[src/rtl/fp_align_stage_if.sv]
// rtl/fp_align_stage_if.sv - operand/bundle bus for the FP adder alignment stage
//
// Purpose: groups the upstream operand handshake and the downstream aligned
// bundle handshake of fp_align_stage into one bus.
// Signals:
//   A_in, B_in, In_valid, In_ready   upstream operand transfer
//   Out_valid, Out_ready             downstream bundle transfer
//   SmallFrac, ExpDiff, ShiftEnable  smaller operand, ready for the right shifter
//   LargeFrac, LargeHidden, LargeExp larger operand for the add/normalise stage
//   ResultSign, EffSub, Swapped      sign/ordering information
//   IsNaN, IsInf                     special-operand flags
// Modports: slave = the alignment stage, master = its environment.
interface fp_align_stage_if #(
   parameter int N       = 32,
   parameter int EXP_W   = 8,
   parameter int FRAC_W  = N - 9,
   parameter int SHAMT_W = $clog2(N)
);
   logic [N-1:0]       A_in;
   logic [N-1:0]       B_in;
   logic               In_valid;
   logic               In_ready;
   logic               Out_valid;
   logic               Out_ready;
   logic [FRAC_W-1:0]  SmallFrac;
   logic [SHAMT_W-1:0] ExpDiff;
   logic               ShiftEnable;
   logic [FRAC_W-1:0]  LargeFrac;
   logic               LargeHidden;
   logic [EXP_W-1:0]   LargeExp;
   logic               ResultSign;
   logic               EffSub;
   logic               Swapped;
   logic               IsNaN;
   logic               IsInf;

   modport slave (
      input  A_in, B_in, In_valid, Out_ready,
      output In_ready, Out_valid, SmallFrac, ExpDiff, ShiftEnable,
             LargeFrac, LargeHidden, LargeExp, ResultSign, EffSub,
             Swapped, IsNaN, IsInf
   );

   modport master (
      output A_in, B_in, In_valid, Out_ready,
      input  In_ready, Out_valid, SmallFrac, ExpDiff, ShiftEnable,
             LargeFrac, LargeHidden, LargeExp, ResultSign, EffSub,
             Swapped, IsNaN, IsInf
   );
endinterface

[src/rtl/fp_align_stage.sv]
// rtl/fp_align_stage.sv - two-stage operand ordering/alignment front end of the FP adder
//
// Purpose: orders two IEEE-754 single operands by magnitude (stage 1), then
// forms the saturated exponent difference and routes the smaller fraction,
// shift amount and fill bit to the right barrel shifter (stage 2).
// Ports:
//   clk      rising-edge clock
//   reset_n  asynchronous active-low reset; clears both stages and all outputs
//   bus      fp_align_stage_if slave: operand handshake in, bundle handshake out
module fp_align_stage #(
   parameter int N       = 32,
   parameter int EXP_W   = 8,
   parameter int FRAC_W  = N - 9,
   parameter int SHAMT_W = $clog2(N)
) (
   input logic            clk,
   input logic            reset_n,
   fp_align_stage_if.slave bus
);
   localparam logic [EXP_W-1:0] EXP_ONES = '1;
   localparam logic [EXP_W-1:0] EXP_ONE  = EXP_W'(1);
   localparam logic [EXP_W-1:0] SAT_MAX  = EXP_W'(2**SHAMT_W - 1);
   localparam int               MAG_W    = EXP_W + 1 + FRAC_W;

   // ---------------- operand unpack (combinational) ----------------
   logic              sign_a, sign_b, hid_a, hid_b, b_larger;
   logic [EXP_W-1:0]  exp_a, exp_b, eff_a, eff_b;
   logic [FRAC_W-1:0] frac_a, frac_b;
   logic [MAG_W-1:0]  mag_a, mag_b;

   assign sign_a = bus.A_in[N-1];
   assign sign_b = bus.B_in[N-1];
   assign exp_a  = bus.A_in[N-2 -: EXP_W];
   assign exp_b  = bus.B_in[N-2 -: EXP_W];
   assign frac_a = bus.A_in[FRAC_W-1:0];
   assign frac_b = bus.B_in[FRAC_W-1:0];
   assign hid_a  = (exp_a != '0);
   assign hid_b  = (exp_b != '0);
   // Denormals share the exponent of the smallest normal; the missing hidden
   // bit keeps them ordered below it.
   assign eff_a  = hid_a ? exp_a : EXP_ONE;
   assign eff_b  = hid_b ? exp_b : EXP_ONE;
   assign mag_a  = {eff_a, hid_a, frac_a};
   assign mag_b  = {eff_b, hid_b, frac_b};
   // Strict compare: equal magnitudes (including +0/-0) keep A as larger.
   assign b_larger = (mag_b > mag_a);

   // ---------------- handshake ----------------
   logic s1_valid, s2_valid, s2_advance, accept, move;

   assign s2_advance   = !s2_valid || bus.Out_ready;
   assign bus.In_ready = !s1_valid || s2_advance;
   assign accept       = bus.In_valid && bus.In_ready;
   assign move         = s1_valid && s2_advance;

   // ---------------- stage 1 ----------------
   logic              s1_swapped, s1_sign_a, s1_sign_b, s1_l_sign;
   logic              s1_l_hid, s1_s_hid;
   logic [EXP_W-1:0]  s1_l_exp, s1_l_eff, s1_s_eff;
   logic [FRAC_W-1:0] s1_l_frac, s1_s_frac;
   logic [1:0]        s1_nan, s1_inf;

   always_ff @(posedge clk or negedge reset_n) begin
      if (!reset_n) begin
         s1_valid   <= 1'b0;
         s1_swapped <= 1'b0;
         s1_sign_a  <= 1'b0;
         s1_sign_b  <= 1'b0;
         s1_l_sign  <= 1'b0;
         s1_l_hid   <= 1'b0;
         s1_s_hid   <= 1'b0;
         s1_l_exp   <= '0;
         s1_l_eff   <= '0;
         s1_s_eff   <= '0;
         s1_l_frac  <= '0;
         s1_s_frac  <= '0;
         s1_nan     <= '0;
         s1_inf     <= '0;
      end else begin
         if (accept) begin
            s1_valid   <= 1'b1;
            s1_swapped <= b_larger;
            s1_sign_a  <= sign_a;
            s1_sign_b  <= sign_b;
            s1_l_sign  <= b_larger ? sign_b : sign_a;
            s1_l_hid   <= b_larger ? hid_b  : hid_a;
            s1_s_hid   <= b_larger ? hid_a  : hid_b;
            s1_l_exp   <= b_larger ? exp_b  : exp_a;
            s1_l_eff   <= b_larger ? eff_b  : eff_a;
            s1_s_eff   <= b_larger ? eff_a  : eff_b;
            s1_l_frac  <= b_larger ? frac_b : frac_a;
            s1_s_frac  <= b_larger ? frac_a : frac_b;
            s1_nan     <= {(exp_b == EXP_ONES) && (frac_b != '0),
                           (exp_a == EXP_ONES) && (frac_a != '0)};
            s1_inf     <= {(exp_b == EXP_ONES) && (frac_b == '0),
                           (exp_a == EXP_ONES) && (frac_a == '0)};
         end else if (move) begin
            s1_valid <= 1'b0;
         end
      end
   end

   // ---------------- stage 2 ----------------
   logic [EXP_W-1:0]   raw_diff;
   logic [SHAMT_W-1:0] sat_diff;
   logic               any_nan;

   // Large was chosen by magnitude, so its effective exponent is never smaller.
   assign raw_diff = s1_l_eff - s1_s_eff;
   assign sat_diff = (raw_diff > SAT_MAX) ? SAT_MAX[SHAMT_W-1:0] : raw_diff[SHAMT_W-1:0];
   assign any_nan  = |s1_nan;

   always_ff @(posedge clk or negedge reset_n) begin
      if (!reset_n) begin
         s2_valid        <= 1'b0;
         bus.SmallFrac   <= '0;
         bus.ExpDiff     <= '0;
         bus.ShiftEnable <= 1'b0;
         bus.LargeFrac   <= '0;
         bus.LargeHidden <= 1'b0;
         bus.LargeExp    <= '0;
         bus.ResultSign  <= 1'b0;
         bus.EffSub      <= 1'b0;
         bus.Swapped     <= 1'b0;
         bus.IsNaN       <= 1'b0;
         bus.IsInf       <= 1'b0;
      end else if (s2_advance) begin
         s2_valid <= s1_valid;
         if (s1_valid) begin
            bus.SmallFrac   <= s1_s_frac;
            bus.ExpDiff     <= sat_diff;
            bus.ShiftEnable <= s1_s_hid;
            bus.LargeFrac   <= s1_l_frac;
            bus.LargeHidden <= s1_l_hid;
            bus.LargeExp    <= s1_l_exp;
            bus.ResultSign  <= s1_l_sign;
            bus.EffSub      <= s1_sign_a ^ s1_sign_b;
            bus.Swapped     <= s1_swapped;
            bus.IsNaN       <= any_nan;
            bus.IsInf       <= (|s1_inf) && !any_nan;
         end
      end
   end

   assign bus.Out_valid = s2_valid;
endmodule
[src/flat_wrapper.sv]
// flat-port wrapper written by rule: the top's interface ports become plain ports
module fp_align_stage_flat 
#(
   parameter int N       = 32,
   parameter int EXP_W   = 8,
   parameter int FRAC_W  = N - 9,
   parameter int SHAMT_W = $clog2(N)
)
  (clk, reset_n, bus_A_in, bus_B_in, bus_In_valid, bus_Out_ready, bus_In_ready, bus_Out_valid, bus_SmallFrac, bus_ExpDiff, bus_ShiftEnable, bus_LargeFrac, bus_LargeHidden, bus_LargeExp, bus_ResultSign, bus_EffSub, bus_Swapped, bus_IsNaN, bus_IsInf);
  fp_align_stage_if #(.N(N), .EXP_W(EXP_W), .FRAC_W(FRAC_W), .SHAMT_W(SHAMT_W)) bus_i ();
  input logic clk;
  input logic reset_n;
  input wire logic [$bits(bus_i.A_in)-1:0] bus_A_in;
  input wire logic [$bits(bus_i.B_in)-1:0] bus_B_in;
  input wire logic [$bits(bus_i.In_valid)-1:0] bus_In_valid;
  input wire logic [$bits(bus_i.Out_ready)-1:0] bus_Out_ready;
  output wire logic [$bits(bus_i.In_ready)-1:0] bus_In_ready;
  output wire logic [$bits(bus_i.Out_valid)-1:0] bus_Out_valid;
  output wire logic [$bits(bus_i.SmallFrac)-1:0] bus_SmallFrac;
  output wire logic [$bits(bus_i.ExpDiff)-1:0] bus_ExpDiff;
  output wire logic [$bits(bus_i.ShiftEnable)-1:0] bus_ShiftEnable;
  output wire logic [$bits(bus_i.LargeFrac)-1:0] bus_LargeFrac;
  output wire logic [$bits(bus_i.LargeHidden)-1:0] bus_LargeHidden;
  output wire logic [$bits(bus_i.LargeExp)-1:0] bus_LargeExp;
  output wire logic [$bits(bus_i.ResultSign)-1:0] bus_ResultSign;
  output wire logic [$bits(bus_i.EffSub)-1:0] bus_EffSub;
  output wire logic [$bits(bus_i.Swapped)-1:0] bus_Swapped;
  output wire logic [$bits(bus_i.IsNaN)-1:0] bus_IsNaN;
  output wire logic [$bits(bus_i.IsInf)-1:0] bus_IsInf;
  assign bus_i.A_in = bus_A_in;
  assign bus_i.B_in = bus_B_in;
  assign bus_i.In_valid = bus_In_valid;
  assign bus_i.Out_ready = bus_Out_ready;
  assign bus_In_ready = bus_i.In_ready;
  assign bus_Out_valid = bus_i.Out_valid;
  assign bus_SmallFrac = bus_i.SmallFrac;
  assign bus_ExpDiff = bus_i.ExpDiff;
  assign bus_ShiftEnable = bus_i.ShiftEnable;
  assign bus_LargeFrac = bus_i.LargeFrac;
  assign bus_LargeHidden = bus_i.LargeHidden;
  assign bus_LargeExp = bus_i.LargeExp;
  assign bus_ResultSign = bus_i.ResultSign;
  assign bus_EffSub = bus_i.EffSub;
  assign bus_Swapped = bus_i.Swapped;
  assign bus_IsNaN = bus_i.IsNaN;
  assign bus_IsInf = bus_i.IsInf;
  fp_align_stage #(.N(N), .EXP_W(EXP_W), .FRAC_W(FRAC_W), .SHAMT_W(SHAMT_W)) u_core (.clk(clk), .reset_n(reset_n), .bus(bus_i));
endmodule
[config.mk]
export PLATFORM = sky130hd
export DESIGN_NAME = fp_align_stage_flat
export DESIGN_NICKNAME = d
export VERILOG_FILES = /design/src/rtl/fp_align_stage_if.sv /design/src/rtl/fp_align_stage.sv /design/src/flat_wrapper.sv
export SDC_FILE = /design/constraint.sdc
export NUM_CORES = 1
export LEC_CHECK = 0
export BUFFER_PORTS_ARGS = -buffer_cell sky130_fd_sc_hd__buf_4
export CAP_MARGIN = 5
export CORE_MARGIN = 5
export CORE_UTILIZATION = 55
export CTS_BUF_LIST = sky130_fd_sc_hd__clkbuf_8
export DETAILED_ROUTE_END_ITERATION = 16
export HOLD_SLACK_MARGIN = 0.08
export PLACE_DENSITY = 0.79
export SYNTH_ARGS = -nofsm -noshare
export SYNTH_HDL_FRONTEND = slang
export SYNTH_SLANG_ARGS = --single-unit
[constraint.sdc]
create_clock -name clk -period 3.2 [get_ports clk]
set_input_delay 0.96 -clock clk [delete_from_list [all_inputs] [get_ports clk]]
set_output_delay 0.96 -clock clk [all_outputs]
set_load 0.05 [all_outputs]
==> impl_metrics.json <==
{
  "wl_per_cell_um": 17.5,
  "syn-cell-area_mm2": 0.00761,
  "grtUsageTotal_pct": 26.4,
  "drt_iter0_drc": 712,
  "ant_nets": 0,
  "cts_buffers": 17,
  "die_y_um": 128,
  "seqPwrFrac_pct": 40.8,
  "area_delta_synth_final_pct": 24.4,
  "clk_pin_slew_ns": 0.08,
  "vias": 7191,
  "cts_sinks": 148,
  "critPathKind": "in2reg",
  "grt_max_degree": 60,
  "max_freq_ghz": 0.316,
  "whs_ns": 0.454,
  "vdd_drop_max_uv": 367,
  "skew_ns": 0.00940,
  "die_area_mm2": 0.0163,
  "hold_buffers": 0,
  "initial_core_util_pct": 55.5,
  "synthesis.nets": 1001,
  "max_cap_violations": 0,
  "finalCritPeriodShare_pct": 99.0,
  "die_w_um": 128,
  "internal_power_mw": 3.63,
  "layout.cells.non_filler": 1226,
  "antenna_found_initial": 0,
  "grt-ovfl-total": 0,
  "viasPerCell": 5.87,
  "final_common_cell": "nand2_1",
  "post-cts-setup-buffers": 0,
  "power_leakage_nw": 4.55,
  "clk_path_buf_depth": 2,
  "root_buffer": "clkbuf_8",
  "num_rows": 43,
  "crit_path_end_kind": "flip-flop",
  "report.final.hold_viol_count": 0,
  "cts_tree": "built",
  "worstHoldPathType": "in2async",
  "ys.flop_type": "dfrtp_1",
  "power_frac_clock_pct": 22.7,
  "hpwlAfterDp_mm": 15.4,
  "port_buffers": 135,
  "drive_gt1_share_pct": 21.9,
  "crit_required_ns": 3.53,
  "crit_arrival_ns": 3.50,
  "grt_pass1_wl_mm": 34.2,
  "final_cell_mix": "nand2_1, buf_4, dfrtp_1, a21oi_1, nor2_1",
  "antenna_cells": 0,
  "worstSkewPairLatency_ns": 0.46,
  "p_comb_share_pct": 36.5,
  "dpl.cell_count": 1195,
  "ys_seq_elements": 148,
  "synth_edf_count": 0,
  "gp_congestion": 0.916,
  "synth_cell_types": 47,
  "drcViolationCount": 0,
  "syn_area_per_cell_um2": 8.52,
  "status": "finished clean",
  "cp_max_fo": 22,
  "path_cells": "buf_4 > nor4_1 > nand2_1 > inv_1 > nor2_1 > ha_1 > nand4_1 > nor4_4 > inv_2 > a311o_2 > buf_12 > a31oi_1 > a21oi_1",
  "power_density_mw_per_mm2": 638,
  "path_delay_family": "simple AND/OR/NAND/NOR gates",
  "synth_warnings": 0,
  "core_mm2": 0.0137,
  "wl_mm": 21.5,
  "synthCells": 893,
  "post-route-min-period_ns": 3.17,
  "fin_nets": 1142,
  "dr.pass1.iters": 5,
  "htree_levels": 4,
  "slew_headroom_pct": 55.9,
  "setup_viol": 0,
  "critical_path_buf_inv_count": 4,
  "synthArstFlopShare_pct": 100,
  "p_sw_share_pct": 39.9,
  "pin_count": 136,
  "worst_pin_slew_ns": 0.662,
  "first_global_vias": 6762,
  "ys_seq_area_share_pct": 48.7,
  "startpoint_type": "primary input",
  "cpMaxStageDelayCell": "a311o_2",
  "cpPeakStageDelay_ns": 0.38,
  "cts-resized-gates": 0,
  "slew_violations": 0,
  "p_sw_mw": 2.41
}
==> cells by family (layout without fill, tap and decap cells) <==
group                    Yosys count  in the layout  share of synthesized area, %
buffers and inverters            107            260                          6.00
multiplexers                       1              1                         0.148
AO/OA/AOI/OAI                    251            251                          18.9
flip-flops                       148            148                          48.7
AND/OR/NAND/NOR                  339            339                          18.8
XOR/XNOR                           7              7                         0.806
adder cells (fa/ha/maj)           40             40                          6.68
==> metrics by stage <==
| step | total power [mW] | setup slack [ns] | instance area [um^2] | TNS (ns) | util (%) |
|---|---|---|---|---|---|
| floorplan | 3.90 | 0.0938 | 7610 | 0 | - |
| global placement | 4.63 | -0.240 | 9100 | -13.19 | 66.3 |
| detailed placement | 4.68 | -0.308 | 9100 | -16.37 | 66.3 |
| CTS | 6.04 | 0.149 | 9460 | 0 | 68.9 |
| global route | 6.33 | -0.00638 | 9460 | -0.0107 | 69.0 |
| finish | 6.04 | 0.0333 | 9460 | 0 | 69.0 |
==> cell type report <==
class                   count  area, um^2
fillers                  1136        4260
multi-input cells         638        3490
repair buffers            188        1530
well taps                 180         225
flip-flops and latches    148        3700
inverters                  41         154
clock buffers              17         234
clock inverters            14         125
==> sequential cells by signal, summed over array words and instances (netlist names), 2 cells and up <==
| signal | count |
|---|---|
| u_core.s1_nan | 2 |
| u_core.s1_inf | 2 |
| u_core.s1_s_eff | 8 |
| u_core.bus.LargeExp | 8 |
| u_core.bus.LargeFrac | 23 |
| u_core.bus.SmallFrac | 23 |
| u_core.bus.ExpDiff | 5 |
| u_core.s1_l_eff | 8 |
| u_core.s1_s_frac | 23 |
| u_core.s1_l_frac | 23 |
| u_core.s1_l_exp | 8 |
==> synthesized netlist by cell type, types with 2 or more instances <==
master | number | share of area (%)
a21oi_1 | 82 | 5.4
a22o_1 | 2 | 0.23
a22oi_1 | 7 | 0.69
a31oi_1 | 64 | 5.3
a41oi_1 | 4 | 0.46
and2_1 | 3 | 0.25
buf_1 | 9 | 0.44
buf_2 | 11 | 0.72
buf_4 | 2 | 0.20
buf_6 | 4 | 0.59
clkbuf_1 | 37 | 1.8
clkbuf_2 | 3 | 0.20
dfrtp_1 | 148 | 49
ha_1 | 39 | 6.4
inv_1 | 40 | 2.0
nand2_1 | 200 | 9.9
nand2b_1 | 8 | 0.66
nand3_1 | 7 | 0.46
nand4_1 | 14 | 1.2
nor2_1 | 80 | 3.9
nor2b_1 | 2 | 0.16
nor3_1 | 6 | 0.39
nor4_1 | 14 | 1.2
o21ai_0 | 76 | 5.0
o31ai_1 | 2 | 0.20
o41ai_1 | 3 | 0.35
xnor2_1 | 3 | 0.35
xor2_1 | 4 | 0.46
==> power groups by stage <==
stage	clock [mW]	sequential, mW	combinational (mW)
6_report	1.37	2.46	2.20
5_1_grt	1.46	2.51	2.37
4_1_cts	1.38	2.46	2.20
3_5_place_dp	0	2.49	2.19
3_3_place_gp	0	2.48	2.15
2_1_floorplan	0	3.13	0.767
==> metal layers <==
| metal | up-vias | track usage [%] | share of wire, % |
|---|---|---|---|
| met3 | 52 | 5.73 | 7.7 |
| li1 | 3368 | - | - |
| met4 | 0 | 9.74 | 2.9 |
| met2 | 344 | 40.0 | 45 |
| met5 | - | 0 | 0 |
| met1 | 3427 | 37.7 | 44 |
==> worst paths after layout <==
kind | depth (start not counted) | from | slack (ns) | endpoint
max | 13 | bus_A_in[28] | 0.03 | u_core.s1_l_exp[1]$_DFFE_PN0P_
min reg2reg | 2 | u_core.s1_s_frac[22]$_DFFE_PN0P_ | 0.47 | u_core.bus.SmallFrac[22]$_DFFE_PN0P_
min in group clk | 2 | u_core.s1_s_frac[22]$_DFFE_PN0P_ | 0.47 | u_core.bus.SmallFrac[22]$_DFFE_PN0P_
max in group asynchronous | 2 | reset_n | 2.10 | u_core.s1_s_frac[10]$_DFFE_PN0P_
min | 1 | reset_n | 0.45 | u_core.s1_l_exp[1]$_DFFE_PN0P_
max reg2reg | 10 | u_core.s1_l_eff[0]$_DFFE_PN0P_ | 0.62 | u_core.bus.ExpDiff[0]$_DFFE_PN0P_
==> worst register-to-register path: stages (launching register included) <==
cell	delay (ns)
dfrtp_1	0.38
inv_1	0.07
ha_1	0.17
inv_1	0.05
fa_1	0.40
a21o_1	0.20
a211oi_1	0.31
mux2_2	0.37
nand3_1	0.08
nand3_1	0.18
a41oi_1	0.28
Note: power is estimated with default switching activity, not from simulation.
